==> src/rtl/buf_wr_arbiter_pkg.sv <==
// Shared types for the buffer write-port arbiter: FSM state encoding and a
// constant-foldable ceil(log2) helper used to size indices and counters.
package buf_arb_pkg;

  typedef enum logic [2:0] {
    ST_IDLE,
    ST_REQ,
    ST_REQ_REL,
    ST_XFER,
    ST_FIN,
    ST_FIN_REL
  } state_e;

  function automatic int unsigned clog2(input int unsigned v);
    int unsigned r;
    r = 0;
    for (int unsigned i = 0; i < 32; i++) begin
      if ((64'd1 << i) < 64'(v)) r = i + 1;
    end
    return r;
  endfunction

endpackage

==> src/rtl/buf_wr_arbiter_rr_arbiter.sv <==
// Combinational round-robin picker: first requester at or above ptr_i,
// wrapping, returned both one-hot and as an index.
module rr_arbiter
  import buf_arb_pkg::*;
#(
  parameter int unsigned NUM_CLIENTS = 4,
  parameter int unsigned IDX_W       = (NUM_CLIENTS > 1) ? clog2(NUM_CLIENTS) : 1
) (
  input  logic [NUM_CLIENTS-1:0] req_i,
  input  logic [IDX_W-1:0]       ptr_i,
  output logic [NUM_CLIENTS-1:0] grant_o,
  output logic [IDX_W-1:0]       idx_o,
  output logic                   any_o
);

  int unsigned pos;

  always_comb begin
    grant_o = '0;
    idx_o   = '0;
    any_o   = 1'b0;
    pos     = 0;
    for (int unsigned i = 0; i < NUM_CLIENTS; i++) begin
      pos = (32'(ptr_i) + i) % NUM_CLIENTS;
      if (!any_o && req_i[pos[IDX_W-1:0]]) begin
        any_o                   = 1'b1;
        grant_o[pos[IDX_W-1:0]] = 1'b1;
        idx_o                   = pos[IDX_W-1:0];
      end
    end
  end

endmodule

==> src/rtl/buf_wr_arbiter.sv <==
// Round-robin arbiter sharing the buffer controller's write port between
// NUM_CLIENTS producers. Optional handshake watchdog: BUF_ARB_TIMEOUT_EN.
module buf_wr_arbiter
  import buf_arb_pkg::*;
#(
  parameter int unsigned NUM_CLIENTS    = 4,
  parameter int unsigned DATA_WIDTH     = 8,
  parameter int unsigned ADDR_WIDTH     = 8,
  parameter int unsigned TIMEOUT_CYCLES = 1024
) (
  input  logic                              clk_i,
  input  logic                              rst_n_i,
  input  logic [NUM_CLIENTS-1:0]            cli_req_i,
  output logic [NUM_CLIENTS-1:0]            cli_grant_o,
  input  logic [NUM_CLIENTS-1:0]            cli_valid_i,
  input  logic [NUM_CLIENTS-1:0]            cli_last_i,
  input  logic [NUM_CLIENTS*DATA_WIDTH-1:0] cli_data_i,
  output logic                              cli_ready_o,
  output logic [NUM_CLIENTS-1:0]            cli_done_o,
  output logic [NUM_CLIENTS-1:0]            cli_reject_o,
  output logic                              cli_trunc_o,
  output logic                              wr_req_o,
  output logic                              wr_finish_o,
  input  logic                              wr_req_ack_i,
  input  logic                              wr_req_result_i,
  input  logic                              wr_finish_ack_i,
`ifdef BUF_ARB_TIMEOUT_EN
  output logic                              err_o,
`endif
  output logic                              wr_en_o,
  output logic [DATA_WIDTH-1:0]             wr_data_o,
  output logic [ADDR_WIDTH-1:0]             wr_addr_o
);

  localparam int unsigned IDX_W = (NUM_CLIENTS > 1) ? clog2(NUM_CLIENTS) : 1;

  state_e                 state_q, state_d;
  logic [NUM_CLIENTS-1:0] grant_q, grant_d;
  logic [IDX_W-1:0]       gidx_q, gidx_d;
  logic [IDX_W-1:0]       rr_ptr_q, rr_ptr_d;
  logic [ADDR_WIDTH-1:0]  addr_cnt_q, addr_cnt_d;
  logic                   res_q, res_d;
  logic                   trunc_q, trunc_d;
  logic                   wr_req_q, wr_req_d;
  logic                   wr_fin_q, wr_fin_d;
  logic [NUM_CLIENTS-1:0] done_q, done_d;
  logic [NUM_CLIENTS-1:0] reject_q, reject_d;
  logic                   trunc_p_q, trunc_p_d;

  logic [NUM_CLIENTS-1:0] arb_grant;
  logic [IDX_W-1:0]       arb_idx;
  logic                   arb_any;
  logic [IDX_W-1:0]       next_idx;
  logic                   xfer, beat, sel_req, sel_last, go_fin;

`ifdef BUF_ARB_TIMEOUT_EN
  localparam int unsigned WAIT_W = clog2(TIMEOUT_CYCLES + 1);
  logic [WAIT_W-1:0] wait_q, wait_d;
  logic              err_q, err_d;
  assign err_o = err_q;
`endif

  rr_arbiter #(
    .NUM_CLIENTS(NUM_CLIENTS),
    .IDX_W      (IDX_W)
  ) u_rr (
    .req_i  (cli_req_i),
    .ptr_i  (rr_ptr_q),
    .grant_o(arb_grant),
    .idx_o  (arb_idx),
    .any_o  (arb_any)
  );

  assign next_idx = (gidx_q == IDX_W'(NUM_CLIENTS - 1)) ? '0 : gidx_q + 1'b1;
  assign xfer     = (state_q == ST_XFER);
  assign sel_req  = cli_req_i[gidx_q];
  assign sel_last = cli_last_i[gidx_q];
  assign beat     = xfer && cli_valid_i[gidx_q];
  assign go_fin   = (beat && (sel_last || (&addr_cnt_q))) || !sel_req;

  assign cli_grant_o  = grant_q;
  assign cli_ready_o  = xfer;
  assign cli_done_o   = done_q;
  assign cli_reject_o = reject_q;
  assign cli_trunc_o  = trunc_p_q;
  assign wr_req_o     = wr_req_q;
  assign wr_finish_o  = wr_fin_q;
  assign wr_en_o      = beat;
  assign wr_data_o    = xfer ? cli_data_i[gidx_q*DATA_WIDTH +: DATA_WIDTH] : '0;
  assign wr_addr_o    = addr_cnt_q;

  always_comb begin
    state_d    = state_q;
    grant_d    = grant_q;
    gidx_d     = gidx_q;
    rr_ptr_d   = rr_ptr_q;
    addr_cnt_d = addr_cnt_q;
    res_d      = res_q;
    trunc_d    = trunc_q;
    wr_req_d   = wr_req_q;
    wr_fin_d   = wr_fin_q;
    done_d     = '0;
    reject_d   = '0;
    trunc_p_d  = 1'b0;

    unique case (state_q)
      ST_IDLE: begin
        if (arb_any) begin
          grant_d  = arb_grant;
          gidx_d   = arb_idx;
          wr_req_d = 1'b1;
          state_d  = ST_REQ;
        end
      end
      ST_REQ: begin
        if (wr_req_ack_i) begin
          res_d    = wr_req_result_i;
          wr_req_d = 1'b0;
          state_d  = ST_REQ_REL;
        end
      end
      ST_REQ_REL: begin
        if (!wr_req_ack_i) begin
          if (res_q) begin
            state_d = ST_XFER;
          end else begin
            reject_d = grant_q;
            rr_ptr_d = next_idx;
            grant_d  = '0;
            state_d  = ST_IDLE;
          end
        end
      end
      ST_XFER: begin
        if (beat) addr_cnt_d = addr_cnt_q + 1'b1;
        if (beat && !sel_last && (&addr_cnt_q)) trunc_d = 1'b1;
        if (go_fin) begin
          wr_fin_d = 1'b1;
          state_d  = ST_FIN;
        end
      end
      ST_FIN: begin
        if (wr_finish_ack_i) begin
          wr_fin_d = 1'b0;
          state_d  = ST_FIN_REL;
        end
      end
      ST_FIN_REL: begin
        if (!wr_finish_ack_i) begin
          done_d     = grant_q;
          trunc_p_d  = trunc_q;
          addr_cnt_d = '0;
          trunc_d    = 1'b0;
          rr_ptr_d   = next_idx;
          grant_d    = '0;
          state_d    = ST_IDLE;
        end
      end
      default: state_d = ST_IDLE;
    endcase

`ifdef BUF_ARB_TIMEOUT_EN
    // Watchdog expiry overrides whatever the handshake state decided above.
    err_d  = 1'b0;
    wait_d = '0;
    if (state_q inside {ST_REQ, ST_REQ_REL, ST_FIN, ST_FIN_REL}) begin
      if (wait_q == WAIT_W'(TIMEOUT_CYCLES - 1)) begin
        wr_req_d   = 1'b0;
        wr_fin_d   = 1'b0;
        err_d      = 1'b1;
        reject_d   = grant_q;
        done_d     = '0;
        trunc_p_d  = 1'b0;
        addr_cnt_d = '0;
        trunc_d    = 1'b0;
        rr_ptr_d   = next_idx;
        grant_d    = '0;
        state_d    = ST_IDLE;
      end else if (state_d == state_q) begin
        wait_d = wait_q + 1'b1;
      end
    end
`endif
  end

  always_ff @(posedge clk_i or negedge rst_n_i) begin
    if (!rst_n_i) begin
      state_q    <= ST_IDLE;
      grant_q    <= '0;
      gidx_q     <= '0;
      rr_ptr_q   <= '0;
      addr_cnt_q <= '0;
      res_q      <= 1'b0;
      trunc_q    <= 1'b0;
      wr_req_q   <= 1'b0;
      wr_fin_q   <= 1'b0;
      done_q     <= '0;
      reject_q   <= '0;
      trunc_p_q  <= 1'b0;
`ifdef BUF_ARB_TIMEOUT_EN
      wait_q     <= '0;
      err_q      <= 1'b0;
`endif
    end else begin
      state_q    <= state_d;
      grant_q    <= grant_d;
      gidx_q     <= gidx_d;
      rr_ptr_q   <= rr_ptr_d;
      addr_cnt_q <= addr_cnt_d;
      res_q      <= res_d;
      trunc_q    <= trunc_d;
      wr_req_q   <= wr_req_d;
      wr_fin_q   <= wr_fin_d;
      done_q     <= done_d;
      reject_q   <= reject_d;
      trunc_p_q  <= trunc_p_d;
`ifdef BUF_ARB_TIMEOUT_EN
      wait_q     <= wait_d;
      err_q      <= err_d;
`endif
    end
  end

endmodule
==> config.mk <==
export PLATFORM = sky130hd
export DESIGN_NAME = buf_wr_arbiter
export DESIGN_NICKNAME = d
export VERILOG_FILES = /design/src/rtl/buf_wr_arbiter_pkg.sv /design/src/rtl/buf_wr_arbiter_rr_arbiter.sv /design/src/rtl/buf_wr_arbiter.sv
export SDC_FILE = /design/constraint.sdc
export NUM_CORES = 1
export LEC_CHECK = 0
export CORE_MARGIN = 1
export CORE_UTILIZATION = 25
export CTS_BUF_LIST = sky130_fd_sc_hd__clkbuf_8
export DETAILED_ROUTE_END_ITERATION = 7
export PLACE_DENSITY = 0.48
export SLEW_MARGIN = 20
export SYNTH_ARGS = -nofsm -noshare
export SYNTH_HDL_FRONTEND = slang
export SYNTH_HIERARCHICAL = 1
export SYNTH_SLANG_ARGS = --single-unit
==> constraint.sdc <==
create_clock -name clk_i -period 3.3 [get_ports clk_i]
set_clock_uncertainty 0.15 [all_clocks]
set_input_delay 0.66 -clock clk_i [delete_from_list [all_inputs] [get_ports clk_i]]
set_output_delay 0.66 -clock clk_i [all_outputs]
set_load 0.05 [all_outputs]
==> impl_metrics.py, run 1 <==
metrics = {
    "detailed_routing": {
        "wl_per_cell_um": 14.17,
        "route.met3.wl_um": 190,
        "dr.max_layer_used": "met4",
        "wl_met1_um": 2658,
        "route.detailed.drc": 0,
        "first_pass_iters": 4,
        "postRouteAntennaNets": 0,
        "drt_iter0_drc": 51,
        "drt_wl_total_um": 5653,
        "wl_met2_um": 2716,
        "vias_per_cell": 4.677,
        "vias": 1866,
    },
    "placed_design": {
        "io_buffers": 81,
        "place_congestion": 0.7596,
        "hpwl_um": 4285,
        "pre_cts_slack_ns": 0.1803,
    },
    "finish": {
        "synthToLayoutAreaGrowth_pct": 49.42,
        "drive_gt1_frac": 0.1769,
        "diodes": 0,
        "utilization": 0.3911,
        "nNetsFinal": 349,
        "n_fill_cell": 837,
    },
    "min_path": {
        "hp-start": "wr_finish_o$_DFFE_PN0P_",
        "min_path_type": "register to register",
    },
    "synthesis": {
        "yosys_warnings": 6,
        "synth_common_cells": "dfrtp_1 (32), nor2_1 (22), nand2_1 (20), mux4_2 (13)",
        "syn_nets": 262,
        "synth.most_common_cell": "dfrtp_1",
        "synth_cells": 206,
        "postSynth.asyncResetShare": 1.000,
        "yosys.area.top_type": "dfrtp_1",
        "synth_area_um2": 2172,
        "synth-edff-count": 0,
        "synthTopCellsByArea": "dfrtp_1 (37%), mux4_2 (13%), ha_1 (4.0%), nor2_1 (3.8%), mux2_2 (3.6%)",
        "syn_avg_cell_area_um2": 10.54,
        "yosysTopAreaCellShare": 0.3687,
        "synth-seq-cells": 32,
        "synth_cell_type_count": 39,
        "synth-main-ff-cell": "dfrtp_1",
        "seq_area_frac_synth": 0.3687,
    },
    "timing": {
        "fin_crit_ns": 2.832,
        "fmax_mhz": 353.1,
        "setup_tns_ns": 0,
        "drv_slew": 0,
        "hold_viol_final": 0,
        "final.period_utilization": 0.8581,
        "timing.slew.headroom": 0.5867,
        "setup_ws_ns": 0.4683,
        "rsz0062_at_grt": "no",
        "tightest_slew_ns": 0.6200,
        "setup_viol": 0,
        "fin_hold_ws_ns": 0.3562,
    },
    "grt": {
        "antenna_found_initial": 0,
        "grt_pass1_vias": 1833,
        "grt_pass1_wl_um": 8970,
        "overflow": 0,
        "grt_max_degree": 33,
        "grt.total_usage": 0.1295,
    },
    "clock_tree": {
        "cts_max_path_buffers": 2,
        "clk_pin_slew_worst_paths_ns": 0.07,
        "cts_root_buf": "clkbuf_8",
        "cts_tree": "done",
        "post_cts_buffers": 0,
        "insertion_delay_ns": 0.28,
        "cts.sinks": 32,
        "cts_hold_buf": 0,
        "htreeDepth": 2,
        "cts-resized-gates": 0,
        "cts_buffers": 5,
    },
    "setup_path": {
        "worstReg2RegStart": "rr_ptr_q[1]$_DFFE_PN0P_",
        "critical_path_class": "primary input to register",
        "cp-start-kind": "primary input",
        "critPathLaunch": "cli_req_i[0]",
        "crit_path_end_kind": "register",
        "critPathArrivalTime_ns": 2.85,
        "cp.required_ns": 3.32,
        "critical_path.max_fanout": 6,
    },
    "die": {
        "start_util": 0.2617,
        "rows": 33,
        "ios": 82,
        "die-width_um": 95.21,
        "die_h_um": 95.21,
        "dieArea_um2": 9065,
        "core_region_area_um2": 8299,
    },
    "power_and_ir_drop": {
        "powerDensity_nw_per_um2": 783.9,
        "leakage_nw": 1.369,
        "vdd_drop_max_mv": 0.3336,
    },
    "run": {
        "cap_violations": 0,
    },
    "run_status": {
        "status": "completed",
    },
}
==> report_power, final <==
group / switching [mW] / internal, mW / total, mW
Combinational: 0.774 / 0.701 / 1.47
Clock: 0.146 / 0.266 / 0.412
Sequential: 0.170 / 0.487 / 0.657
Total: 1.09 / 1.45 / 2.54
==> metal layers <==
metal,GRT usage,vias to the layer above
met5,0,-
met4,0.04924,0
met3,0.02313,8
met2,0.2077,41
met1,0.1729,892
li1,-,925
==> cell families (layout without fill, tap and decap cells) <==
logic type      count (synthesis)  count (layout)  share of synthesized area
simple gates                   78              78                     0.1849
compound gates                 33              33                     0.1043
flops                          32              32                     0.3687
mux                            30              30                     0.2327
buf+inv                        20             108                    0.04493
fa+ha+maj                       7               7                    0.04032
xor+xnor                        6               6                    0.02419
==> final timing paths <==
path,to,slack [ns],cells after the start
worst max-delay path,state_q[0]$_DFFE_PN0P_,0.47,8
worst min-delay path,wr_finish_o$_DFFE_PN0P_,0.36,2
worst max register to register,state_q[0]$_DFFE_PN0P_,0.72,9
worst min register to register,wr_finish_o$_DFFE_PN0P_,0.36,2
max in group asynchronous,wr_addr_o[6]$_DFFE_PN0P_,2.08,2
min in group asynchronous,state_q[0]$_DFFE_PN0P_,0.62,2
==> state kept, by name, indices dropped and copies added (netlist names), 2 cells and up <==
| signal | flops |
|---|---|
| rr_ptr_q | 2 |
| cli_reject_o | 4 |
| state_q | 3 |
| cli_done_o | 4 |
| gidx_q | 2 |
| cli_grant_o | 4 |
| wr_addr_o | 8 |
==> layout by cell type (no fill, tap or decap), types with 8 or more instances in the layout <==
master and instances:
nor2_1 22, clkdlybuf4s50_1 72, inv_1 8, o21ai_0 9
and2_1 10, mux4_2 13, nand2_1 20, a22oi_1 10
buf_4 19, dfrtp_1 32
==> critical path, cell delays in order <==
cell and delay (ns):
clkdlybuf4s50_1 0.49, mux4_1 0.57, nor3_1 0.25, nand2b_1 0.15, mux2i_1 0.14, o21ai_0 0.10
o211ai_2 0.16, mux2_1 0.33
==> stage by stage <==
step | area (um^2) | instances | total power, mW
after floorplan | 2172 | 206 | 1.723
after global placement | 3119 | 391 | 2.150
after detailed placement | 3119 | 391 | 2.158
after CTS | 3246 | 399 | 2.579
after global routing | 3246 | 399 | 2.746
final | 3246 | 399 | 2.544
==> final cells by class <==
cell class,count,area (um^2),share of cell area
Multi-Input combinational cell,154,1274,0.3924
Timing Repair Buffer,92,883.3,0.2722
Sequential cell,32,800.8,0.2467
Tap cell,105,131.4,0.04048
Clock buffer,7,96.34,0.02968
Clock inverter,1,30.03,0.009252
Inverter,8,30.03,0.009252
Note: power is estimated with default switching activity, not from simulation.
==> run 2, diff against run 1 <==
--- a/config.mk
+++ b/config.mk
@@ -8,9 +8,10 @@
 export CORE_MARGIN = 1
 export CORE_UTILIZATION = 25
 export CTS_BUF_LIST = sky130_fd_sc_hd__clkbuf_8
+export CTS_CLUSTER_DIAMETER = 120
 export DETAILED_ROUTE_END_ITERATION = 7
 export PLACE_DENSITY = 0.48
-export SLEW_MARGIN = 20
+export SLEW_MARGIN = 5
 export SYNTH_ARGS = -nofsm -noshare
 export SYNTH_HDL_FRONTEND = slang
 export SYNTH_HIERARCHICAL = 1
==> results of run 2 <==
Final layout, timing and power as in run 1 (identical DEF).
==> run 3, diff against run 2 <==
--- a/config.mk
+++ b/config.mk
@@ -5,7 +5,6 @@
 export SDC_FILE = /design/constraint.sdc
 export NUM_CORES = 1
 export LEC_CHECK = 0
-export CORE_MARGIN = 1
 export CORE_UTILIZATION = 25
 export CTS_BUF_LIST = sky130_fd_sc_hd__clkbuf_8
 export CTS_CLUSTER_DIAMETER = 120
==> results of run 3 <==
Final layout, timing and power as in run 1 (identical DEF).
